## src/rtl/btn_debounce_multi.sv

```systemverilog
// N-channel pushbutton conditioner: sync, tick-sampled debounce, edge/long-press pulses.
// Optional auto-repeat is built only when BTN_DEBOUNCE_REPEAT_EN is defined.
module btn_debounce_multi #(
  parameter int N_CH         = 4,
  parameter int DIV          = 100,
  parameter int STABLE       = 4,
  parameter int LONG_TICKS   = 50000,
  parameter int REPEAT_TICKS = 10000
) (
  input  logic            clk,
  input  logic            rst,
  input  logic [N_CH-1:0] btn_in,
  output logic [N_CH-1:0] btn_level,
  output logic [N_CH-1:0] btn_rise,
  output logic [N_CH-1:0] btn_fall,
  output logic [N_CH-1:0] btn_long,
  output logic [N_CH-1:0] btn_repeat
);

  localparam int DW = $clog2(DIV);
  localparam int CW = $clog2(STABLE);
  localparam int HW = $clog2(LONG_TICKS + 1);

  localparam logic [DW-1:0] DIV_LAST  = DW'(DIV - 1);
  localparam logic [CW-1:0] CNT_LAST  = CW'(STABLE - 1);
  localparam logic [HW-1:0] HOLD_MAX  = HW'(LONG_TICKS);
  localparam logic [HW-1:0] HOLD_LAST = HW'(LONG_TICKS - 1);

`ifdef BTN_DEBOUNCE_REPEAT_EN
  localparam int RW = (REPEAT_TICKS > 1) ? $clog2(REPEAT_TICKS) : 1;
  localparam logic [RW-1:0] REP_LAST = RW'(REPEAT_TICKS - 1);
`endif

  if (N_CH < 1 || DIV < 2 || STABLE < 2 || LONG_TICKS < 1 || REPEAT_TICKS < 1) begin : g_param_check
    $error("btn_debounce_multi: parameter out of range");
  end

  logic [DW-1:0] div_cnt;
  logic          tick;

  assign tick = (div_cnt == DIV_LAST);

  always_ff @(posedge clk or negedge rst) begin
    if (!rst)      div_cnt <= '0;
    else if (tick) div_cnt <= '0;
    else           div_cnt <= div_cnt + DW'(1);
  end

  for (genvar i = 0; i < N_CH; i++) begin : g_ch
    logic          s1, s2;
    logic          level, level_d, level_nxt;
    logic [CW-1:0] cnt, cnt_nxt;
    logic [HW-1:0] hold;
    logic          long_q;
    logic          stay_high, hold_sat;

    // Any agreeing sample restarts the run, so only STABLE consecutive differing samples flip level.
    always_comb begin
      level_nxt = level;
      cnt_nxt   = cnt;
      if (tick) begin
        if (s2 == level) begin
          cnt_nxt = '0;
        end else if (cnt == CNT_LAST) begin
          level_nxt = s2;
          cnt_nxt   = '0;
        end else begin
          cnt_nxt = cnt + CW'(1);
        end
      end
    end

    // Ticks only count while level was high and is staying high; the falling tick clears instead.
    assign stay_high = level & level_nxt;
    assign hold_sat  = (hold == HOLD_MAX);

    always_ff @(posedge clk or negedge rst) begin
      if (!rst) begin
        s1      <= 1'b0;
        s2      <= 1'b0;
        level   <= 1'b0;
        level_d <= 1'b0;
        cnt     <= '0;
        hold    <= '0;
        long_q  <= 1'b0;
      end else begin
        s1      <= btn_in[i];
        s2      <= s1;
        level   <= level_nxt;
        level_d <= level;
        cnt     <= cnt_nxt;
        long_q  <= 1'b0;
        if (!stay_high) begin
          hold <= '0;
        end else if (tick && !hold_sat) begin
          hold   <= hold + HW'(1);
          long_q <= (hold == HOLD_LAST);
        end
      end
    end

    assign btn_level[i] = level;
    assign btn_rise[i]  = level & ~level_d;
    assign btn_fall[i]  = ~level & level_d;
    assign btn_long[i]  = long_q;

`ifdef BTN_DEBOUNCE_REPEAT_EN
    logic [RW-1:0] rep;
    logic          rep_q;

    always_ff @(posedge clk or negedge rst) begin
      if (!rst) begin
        rep   <= '0;
        rep_q <= 1'b0;
      end else begin
        rep_q <= 1'b0;
        if (!stay_high || !hold_sat) begin
          rep <= '0;
        end else if (tick) begin
          if (rep == REP_LAST) begin
            rep   <= '0;
            rep_q <= 1'b1;
          end else begin
            rep <= rep + RW'(1);
          end
        end
      end
    end

    assign btn_repeat[i] = rep_q;
`else
    assign btn_repeat[i] = 1'b0;
`endif
  end

endmodule

```

## config.mk

```make
export PLATFORM = sky130hd
export DESIGN_NAME = btn_debounce_multi
export DESIGN_NICKNAME = d
export VERILOG_FILES = /design/src/rtl/btn_debounce_multi.sv
export SDC_FILE = /design/constraint.sdc
export NUM_CORES = 1
export LEC_CHECK = 0
export CAP_MARGIN = 0
export CELL_PAD_IN_SITES_DETAIL_PLACEMENT = 0
export CELL_PAD_IN_SITES_GLOBAL_PLACEMENT = 1
export CORE_MARGIN = 2
export CORE_UTILIZATION = 53
export CTS_BUF_LIST = sky130_fd_sc_hd__clkbuf_8
export CTS_CLUSTER_SIZE = 8
export DETAILED_ROUTE_END_ITERATION = 16
export GPL_TIMING_DRIVEN = 0
export PLACE_DENSITY = 0.95
export SYNTH_ARGS = -nofsm -noshare
export SYNTH_HDL_FRONTEND = slang
export SYNTH_SLANG_ARGS = --single-unit
```

## constraint.sdc

```tcl
create_clock -name clk -period 5 [get_ports clk]
set_input_delay 1.5 -clock clk [delete_from_list [all_inputs] [get_ports clk]]
set_output_delay 1.5 -clock clk [all_outputs]
set_load 0.02 [all_outputs]
```

==> After elaboration in Yosys (flattened, before gate mapping) <==
Index checks and enable logic that the tools add are counted.
{ "word_totals": {"regBits": 99, "output_inout_bits": 20, "in_bits": 6} }
{ "op_classes": {"n_addsub": 9, "n_reduce_logical": 8, "mux": 37, "bitwise": 20, "n_eq_ne": 21} }
{ "ops": {"columns": ["op", "n"], "rows": [
  ["16-bit == test, second input constant", 8],
  ["16-bit two-way mux", 8],
  ["16-bit by 1-bit adder with 16-bit output, second input constant", 4],
  ["1-bit two-way mux", 20],
  ["2-bit two-way mux", 8],
  ["1-bit bitwise AND", 12],
  ["2-bit by 1-bit adder with 2-bit output, second input constant", 4],
  ["2-bit == test, second input constant", 4],
  ["2-bit by 1-bit inequality test with 1-bit output, second input constant", 4],
  ["1-bit NOT", 8],
  ["7-bit by 1-bit adder with 7-bit output, second input constant", 1],
  ["7-bit == test, second input constant", 1],
  ["7-bit two-way mux", 1],
  ["1-bit == test", 4],
  ["1-bit logical AND", 4],
  ["1-bit logical NOT", 4]
]} }

==> Logic depth before layout (Yosys ltp) <==
Gate-level depths: netlist (run 1).
{ "logic_depth": {"word_depth": 6, "ltp_mapped": 8} }

==> Worst setup path before layout (run 1) <==
OpenSTA, ideal clock, no wires.
{ "synth_path": {"kind": "reg2out", "startpoint": "register g_ch[1].level", "endpoint": "output btn_rise[1]", "n_path_buf": 0, "path_stages_with_launch": 2, "arrival_ps": 783, "setup_slack_ps": 2717, "cell_sequence": "dfrtp_1 -> nor2b_1"} }
{ "synth_between": {"elab_chain_len": 1} }
{ "synth_lines": {"columns": ["item", "line", "text"], "rows": [
  ["start, declared", "51", "logic level, level_d, level_nxt;"],
  ["start signal, assigned", "89", "level <= level_nxt;"],
  ["1-bit bitwise AND", "103", "assign btn_rise[i] = level & ~level_d;"],
  ["end, declared", "14", "output logic [N_CH-1:0] btn_rise,"]
]} }
Every way passes these cells.

==> Worst setup path after layout (run 1) <==
{ "layout_path": {"startpoint": "register g_ch[2].level", "endpoint": "output btn_rise[2]"} }
{ "layout_between": {"elab_chain_len": 1} }
{ "layout_lines": {"columns": ["item", "line"], "rows": [
  ["start, declared", "51"],
  ["start signal, assigned", "89"],
  ["1-bit bitwise AND", "103"]
]} }
Every way passes these cells.

==> impl_metrics.ini, run 1 <==
[outcome]
outcome = completed

[critical_path]
critical_path_class = reg -> out
critPathTopFamily = buffers and inverters
worst_r2r_path_depth = 8
worstPathArrival_ns = 1.68
endpoint_kind = primary output
max_stage_delay_ns = 0.61
path_buf_inv = 1
worstPathMaxFanout = 8
crit_slowest_cell = clkdlybuf4s50_1
crit_required_ns = 3.50
crit_path_start_kind = flip-flop
cp_num_cells = 2
crit_chain = nor2b_1 -> clkdlybuf4s50_1

[power_and_ir_drop]
seqPwrFrac = 0.601
power.internal_uw = 1010
p_total_uw = 1340
p_leak_uw = 0.00222
irDropWorstVdd_mv = 0.174
pwr-share-clk = 0.378
powerDensity_mw_per_mm2 = 229
pwr-share-comb = 0.021
p_sw_uw = 334
p_sw_frac = 0.249

[finish]
nets = 601
layout_common_cells = dfrtp_1 (99), nand2_1 (50), a21oi_1 (38)
antennaDiodeCount = 0
final_common_cell = dfrtp_1
drive_gt1_frac = 0.0886
area_growth_pct = 11.4

[clocking]
post_cts_buffers = 0
clkLatencyLatePin_ns = 0.37
ctsResizeCount = 0
clk_pin_slew_worst_paths_ns = 0.10
htree_levels = 3
cts.path.max_buffers = 2
cts-root-buf = clkbuf_8
cts_tree = yes
hold_buffers = 0
cts_sinks = 99
cts_buffers = 9

[sta]
drv_slew = 0
post-route-min-period_ns = 3.18
relSlewSlack = 0.126
hold_viol_final = 0
setup_tns_ns = 0
max_freq_ghz = 0.314
fin_crit_sh = 0.637
rsz0062_at_grt = false
hold_ws_ns = 0.359
worstMarginPinSlew_ns = 1.29
setup_violations = 0
clock_skew_ns = 0.0101

[route]
drc = 0
wirelength_met1_um = 5310
vias_per_cell = 5.98
ant_nets = 0
routed.top_layer = met4
wl_met2_um = 5840
num_vias = 4309
first_pass_iters = 5
routed_wirelength_um = 11700
drt_iter0_markers = 181
wl_per_cell_um = 16.2
wl_met3_um = 399

[floorplan]
die_h_um = 104
io_pins = 26
die_w_um = 104
rows = 36
start_util = 0.543
die_area_mm2 = 0.0107
core_area_mm2 = 0.00968

[yosys]
synth_cell_types = 50
ys_seq_area_frac = 0.471
synth_enable_flop_cells = 0
synth_top_area_share = 0.471
syn_inst = 546
yosys_warnings = 0
yosys.area.top_type = dfrtp_1
ys_seq_elements = 99
synth_area_leaders = dfrtp_1 (47%), a21oi_1 (3.6%), nand2_1 (3.6%)
avgSynthCellArea_um2 = 9.63
synth_ff_type = dfrtp_1
netlist_area_mm2 = 0.00526
async_reset_ff_frac = 1.00

[global_routing]
grt-ovfl-total = 0
grt_usage = 0.227
antenna_found_initial = 0
grt_pass1_vias = 4217
grt_max_degree = 74
grt_first_pass_wirelength_um = 20100

[placement]
io_buffers = 21
post-dp-hpwl_um = 8130
gp_congestion = 0.857

[job]
maxCapViolCount = 0

[worst_hold_path]
hp-class = reg -> reg
holdPathStages = 0
[path summary, 6_finish.rpt]
kind,endpoint,from,slack (ns)
max,btn_rise[2],g_ch[2].level,1.82
min,g_ch[2].s2,g_ch[2].s1,0.36
max reg2reg,g_ch[0].hold[0],div_cnt[0],2.33
min reg2reg,g_ch[2].s2,g_ch[2].s1,0.36
max in group asynchronous,g_ch[3].level_d,rst,3.29
min in group asynchronous,g_ch[3].hold[13],rst,1.03
[sequential cells by signal (all words and copies together), names as in the netlist]
| register | flops |
|---|---|
| g_ch.cnt | 8 |
| g_ch.s1 | 4 |
| g_ch.hold | 64 |
| g_ch.long_q | 4 |
| g_ch.level_d | 4 |
| g_ch.s2 | 4 |
| g_ch.level | 4 |
| div_cnt | 7 |
[synthesized netlist by cell type (all sizes together), types with 13 or more instances]
library cell / n
ha: 13
nand2: 50
nand3: 33
o21ai: 28
a21oi: 38
or3: 22
buf: 22
nor4: 21
o31ai: 14
nand4: 13
xnor2: 16
or4: 18
dfrtp: 99
clkbuf: 16
nor2: 24
inv: 20
[routing by layer]
metal	vias up	track usage
met5	-	0
met4	0	0.0666
li1	2064	-
met3	13	0.0365
met1	2149	0.295
met2	83	0.392
[cells by family (layout without fill, tap and decap cells)]
logic type / Yosys count / count (layout) / synth area share
fa+ha+maj: 13 / 13 / 0.0309
other cells: 1 / 4 / 0.000713
compound gates: 98 / 98 / 0.112
simple gates: 245 / 245 / 0.273
xor+xnor: 23 / 23 / 0.0383
mux: 9 / 9 / 0.0181
flops: 99 / 99 / 0.471
buf+inv: 58 / 96 / 0.0559
[power by group through the flow]
stage,clock network [uW],logic [uW],registers [uW]
2_1_floorplan,0,6.95,821
3_3_place_gp,0,26.7,821
3_5_place_dp,0,29.9,821
4_1_cts,520,29.9,806
5_1_grt,553,33.4,806
6_report,507,28.6,805
[cell type report]
class / count / area [um2]
Fill cell: 849 / 3820
Multi-Input combinational cell: 392 / 2500
Sequential cell: 99 / 2480
Timing Repair Buffer: 22 / 235
Buffer: 38 / 219
Tap cell: 133 / 166
Clock buffer: 9 / 124
Inverter: 20 / 75.1
Clock inverter: 7 / 65.1
[metrics by stage]
| stage | util | instances | area (um2) | setup WS, ns |
|---|---|---|---|---|
| 2_1_floorplan | - | 549 | 5270 | 2.72 |
| 3_3_place_gp | 0.583 | 703 | 5650 | -1.20 |
| 3_5_place_dp | 0.586 | 704 | 5670 | 2.25 |
| 4_1_cts | 0.605 | 720 | 5860 | 1.81 |
| 5_1_grt | 0.605 | 720 | 5860 | 1.75 |
| 6_report | 0.605 | 720 | 5860 | 1.82 |
Note: power is estimated with default switching activity, not from simulation.
==> inputs of run 2 (changes only) <==
--- a/config.mk
+++ b/config.mk
@@ -9,12 +9,12 @@
 export CELL_PAD_IN_SITES_DETAIL_PLACEMENT = 0
 export CELL_PAD_IN_SITES_GLOBAL_PLACEMENT = 1
 export CORE_MARGIN = 2
-export CORE_UTILIZATION = 53
+export CORE_UTILIZATION = 49
 export CTS_BUF_LIST = sky130_fd_sc_hd__clkbuf_8
 export CTS_CLUSTER_SIZE = 8
 export DETAILED_ROUTE_END_ITERATION = 16
 export GPL_TIMING_DRIVEN = 0
-export PLACE_DENSITY = 0.95
+export PLACE_DENSITY = 0.94
 export SYNTH_ARGS = -nofsm -noshare
 export SYNTH_HDL_FRONTEND = slang
 export SYNTH_SLANG_ARGS = --single-unit
==> constraint.sdc (replaced) <==
create_clock -name clk -period 3.2 [get_ports clk]
set_input_delay 0.96 -clock clk [delete_from_list [all_inputs] [get_ports clk]]
set_output_delay 0.96 -clock clk [all_outputs]
set_load 0.02 [all_outputs]
==> run 2 against run 1 <==
Critical path depth stayed put; clock power increased by 57%; clock skew up 0.0015 ns; die area is 7.8% higher; register-to-register slack got worse by 1.8 ns; global-route usage is 1.1 points lower; combinational power grew 57%; setup slack got worse by 1.3 ns; wire length is 0.66% higher; sequential share of layout area down 0.13 points.
==> impl_metrics.ini, run 2 (synthesized netlist as in run 1, its figures left out) <==
[finish]
regMostFlops = g_ch.hold
drive_gt1_frac = 0.0903
design_area_mm2 = 0.00588
reg_top3 = g_ch.hold (64), g_ch.cnt (8), div_cnt (7)
area_growth_pct = 11.8
antennaDiodeCount = 0
nets = 601
largest_reg_flops = 64
final_common_cell = dfrtp_1
layout_common_cells = dfrtp_1 (99), nand2_1 (50), a21oi_1 (38)

[critical_path]
crit_chain = nor2b_1 -> clkdlybuf4s50_1
crit_slowest_cell = clkdlybuf4s50_1
timing.rr.end = g_ch[0].hold[0]
critical_path_class = reg -> out
worst_r2r_path_depth = 7
worstPathMaxFanout = 8
crit_path_start_kind = flip-flop
critPathCapture = btn_rise[1]
endpoint_kind = primary output
timing.rr.start = div_cnt[0]
crit_required_ns = 2.24
r2r_slack_ns = 0.58
worstPathArrival_ns = 1.69
crit_start = g_ch[1].level
max_stage_delay_ns = 0.61

[route]
wl_per_cell_um = 16.3
drc = 0
ant_nets = 0
routed_wirelength_um = 11800
num_vias = 4302
drt_iter0_markers = 272
first_pass_iters = 5
vias_per_cell = 5.95

[global_routing]
grt_usage = 0.216
antenna_found_initial = 0
grt-ovfl-total = 0
grt_first_pass_wirelength_um = 19800
grt_max_degree = 57
grt_pass1_vias = 4169

[placement]
gp_congestion = 0.843
place_area_mm2 = 0.00567
post-dp-hpwl_um = 8190
io_buffers = 21

[floorplan]
die_h_um = 108
core_area_mm2 = 0.0104
rows = 37
die_area_mm2 = 0.0116
io_pins = 26
start_util = 0.507
die_w_um = 108

[clocking]
cts_sinks = 99
cts_tree = yes
clkLatencyLatePin_ns = 0.38
cts-root-buf = clkbuf_8
post_cts_buffers = 0
htree_levels = 3
ctsResizeCount = 0
hold_buffers = 0
cts_buffers = 9
clk_pin_slew_worst_paths_ns = 0.11
cts.path.max_buffers = 2

[sta]
worstMarginPinSlew_ns = 0.832
rsz0062_at_grt = false
setup_violations = 0
clock_skew_ns = 0.0116
post-route-min-period_ns = 2.65
fin_crit_sh = 0.829
drv_slew = 0
relSlewSlack = 0.439
hold_viol_final = 0
max_freq_ghz = 0.377
setup_tns_ns = 0

[outcome]
outcome = completed

[power_and_ir_drop]
p_leak_uw = 0.00222
irDropWorstVdd_mv = 0.373
powerDensity_mw_per_mm2 = 358

[job]
maxCapViolCount = 0

[worst_hold_path]
hp-class = reg -> reg
[run 2: layout make-up]
type | count | area (um2)
clock inverters | 7 | 71.3
inverters | 20 | 75.1
plain buffers | 38 | 219
well taps | 136 | 170
multi-input cells | 392 | 2500
fillers | 925 | 4490
flip-flops and latches | 99 | 2480
repair buffers | 22 | 235
clock buffers | 9 | 124
[run 2: where the power goes]
group / switching [uW] / internal [uW]
logic: 31.4 / 13.5
clock network: 493 / 304
registers: 3.69 / 1260
total: 528 / 1570
[run 2: critical path, delay by kind of cell, from the launching register on]
kind	cells	cell delay, ns
and+or+nand+nor	1	0.18
buffers and inverters	1	0.61
DFF	1	0.52
[run 2: stage by stage]
| stage | instances | hold WS, ns | setup WS (ns) | total power, uW | utilization |
|---|---|---|---|---|---|
| finish | 723 | 0.365 | 0.547 | 2100 | 0.567 |
| global route | 723 | 0.375 | 0.408 | 2170 | 0.567 |
| detailed placement | 707 | 0.338 | 0.610 | 1330 | 0.547 |
| floorplan | 549 | 0.331 | 1.21 | 1290 | - |
| CTS | 723 | 0.365 | 0.529 | 2130 | 0.566 |
| global placement | 706 | 0.333 | -2.54 | 1330 | 0.545 |
[run 2: layer usage]
metal / part of all wire / global-route usage / vias up / wire, um
li1: - / - / 2058 / -
met1: 0.46 / 0.285 / 2130 / 5400
met2: 0.49 / 0.351 / 91 / 5750
met3: 0.036 / 0.0472 / 23 / 428
met4: 0.017 / 0.0760 / 0 / 201
met5: 0 / 0 / - / 0
[run 2: worst min path at each step]
stage	from	endpoint	slack, ns	depth (start not counted)
2_1_floorplan	g_ch[0].s1	g_ch[0].s2	0.33	0
3_3_place_gp	g_ch[2].s1	g_ch[2].s2	0.33	0
3_5_place_dp	g_ch[2].s1	g_ch[2].s2	0.34	0
4_1_cts	g_ch[2].s1	g_ch[2].s2	0.37	0
5_1_grt	g_ch[3].s1	g_ch[3].s2	0.37	0
6_report	g_ch[0].s1	g_ch[0].s2	0.37	0
==> inputs of run 3 (changes only) <==
==> constraint.sdc (replaced) <==
create_clock -name clk -period 2.7 [get_ports clk]
set_input_delay 0.81 -clock clk [delete_from_list [all_inputs] [get_ports clk]]
set_output_delay 0.81 -clock clk [all_outputs]
set_load 0.02 [all_outputs]
==> run 3 against run 2 <==
First-iteration DRC count rose by 2.6%; die area did not move; power is 19% higher.
==> impl_metrics.ini, run 3 (synthesized netlist as in run 1, its figures left out) <==
[clocking]
cts.path.max_buffers = 2
hold_buffers = 0
cts_buffers = 9
clkLatencyLatePin_ns = 0.39
htree_levels = 3
cts_sinks = 99
cts-root-buf = clkbuf_8
ctsResizeCount = 0
cts_tree = yes
post_cts_buffers = 0
clk_pin_slew_worst_paths_ns = 0.11

[route]
num_vias = 4303
routed_wirelength_um = 11800
wirelength_met1_um = 5360
wl_per_cell_um = 16.3
drc = 0
ant_nets = 0
drt_iter0_markers = 279
vias_per_cell = 5.95
first_pass_iters = 5
wl_met2_um = 5730
wl_met3_um = 458
routed.top_layer = met4

[critical_path]
worstPathMaxFanout = 8
endpoint_kind = primary output
worst_r2r_path_depth = 7
timing.rr.end = g_ch[2].hold[1]
worstPathArrival_ns = 1.69
r2r_slack_ns = 0.26
crit_required_ns = 1.89
critical_path_class = reg -> out
timing.rr.start = div_cnt[0]
crit_path_start_kind = flip-flop

[finish]
nets = 601
layout_common_cells = dfrtp_1 (99), nand2_1 (50), a21oi_1 (38)
antennaDiodeCount = 0
largest_reg_flops = 64
design_area_mm2 = 0.00588
area_growth_pct = 11.9
final_common_cell = dfrtp_1
reg_top3 = g_ch.hold (64), g_ch.cnt (8), div_cnt (7)
final_cells = 723
fillers = 923
regMostFlops = g_ch.hold
drive_gt1_frac = 0.0954

[global_routing]
antenna_found_initial = 0
grt_pass1_vias = 4169
grt-ovfl-total = 0
grt_first_pass_wirelength_um = 19800
grt_usage = 0.216
grt_max_degree = 57

[job]
maxCapViolCount = 0

[power_and_ir_drop]
pwr-share-clk = 0.380
power.internal_uw = 1860
powerDensity_mw_per_mm2 = 424
p_sw_uw = 628
pwr-share-comb = 0.021
p_total_uw = 2490
p_sw_frac = 0.252
p_leak_uw = 0.00222
seqPwrFrac = 0.599
irDropWorstVdd_mv = 0.442

[sta]
relSlewSlack = 0.458
setup_tns_ns = 0
setup_violations = 0
fin_crit_sh = 0.926
clock_skew_ns = 0.0119
hold_viol_final = 0
post-route-min-period_ns = 2.50
drv_slew = 0
worstMarginPinSlew_ns = 0.804
rsz0062_at_grt = false
max_freq_ghz = 0.400
setup_slack_ns = 0.199

[placement]
gp_congestion = 0.843
post-dp-hpwl_um = 8190
io_buffers = 21
dp_slack_ns = 0.110
dp.cells = 707
place_area_mm2 = 0.00567

[worst_hold_path]
holdPathStages = 0
hp-class = reg -> reg
hold_path.startpoint = g_ch[0].s1
min_to = g_ch[0].s2

[floorplan]
start_util = 0.507
die_area_mm2 = 0.0116
die_w_um = 108
core_area_mm2 = 0.0104
rows = 37
io_pins = 26
die_h_um = 108

[outcome]
outcome = completed
## run 3: worst max path at each step
stage	from	to	slack [ns]
CTS	div_cnt[0]	g_ch[1].hold[8]	0.04
detailed placement	div_cnt[0]	g_ch[1].hold[6]	0.11
floorplan	div_cnt[0]	g_ch[0].hold[12]	0.71
global placement	rst	g_ch[0].cnt[0]	-2.89
finish	g_ch[1].level	btn_rise[1]	0.20
global route	div_cnt[0]	g_ch[0].hold[1]	0.03
## run 3: power by group through the flow
stage,clock (uW),sequential (uW),combinational (uW)
after global routing,1020,1490,62.2
after CTS,972,1490,55.9
after floorplan,0,1520,12.9
after global placement,0,1520,50.0
after detailed placement,0,1520,55.9
final,946,1490,53.2
## run 3: area by class of cell
class | count | area (um2) | area share
Clock buffer | 9 | 124 | 0.0211
Clock inverter | 7 | 71.3 | 0.0121
Inverter | 20 | 75.1 | 0.0128
Tap cell | 136 | 170 | 0.0289
Sequential cell | 99 | 2480 | 0.421
Timing Repair Buffer | 22 | 235 | 0.0400
Buffer | 38 | 221 | 0.0377
Multi-Input combinational cell | 392 | 2510 | 0.426
## run 3: metal layers
layer | global-route usage | vias up
met5 | 0 | -
met4 | 0.0760 | 0
met3 | 0.0472 | 22
met2 | 0.351 | 98
met1 | 0.285 | 2124
li1 | - | 2059
## run 3: through the flow
step	hold WS, ns	util
floorplan	0.331	-
global placement	0.333	0.545
detailed placement	0.338	0.547
CTS	0.365	0.566
global route	0.375	0.567
finish	0.365	0.567
## run 3: worst max-delay path, stage by stage (launching register included)
cell             delay [ns]
dfrtp_1                0.52
nor2b_1                0.18
clkdlybuf4s50_1        0.61
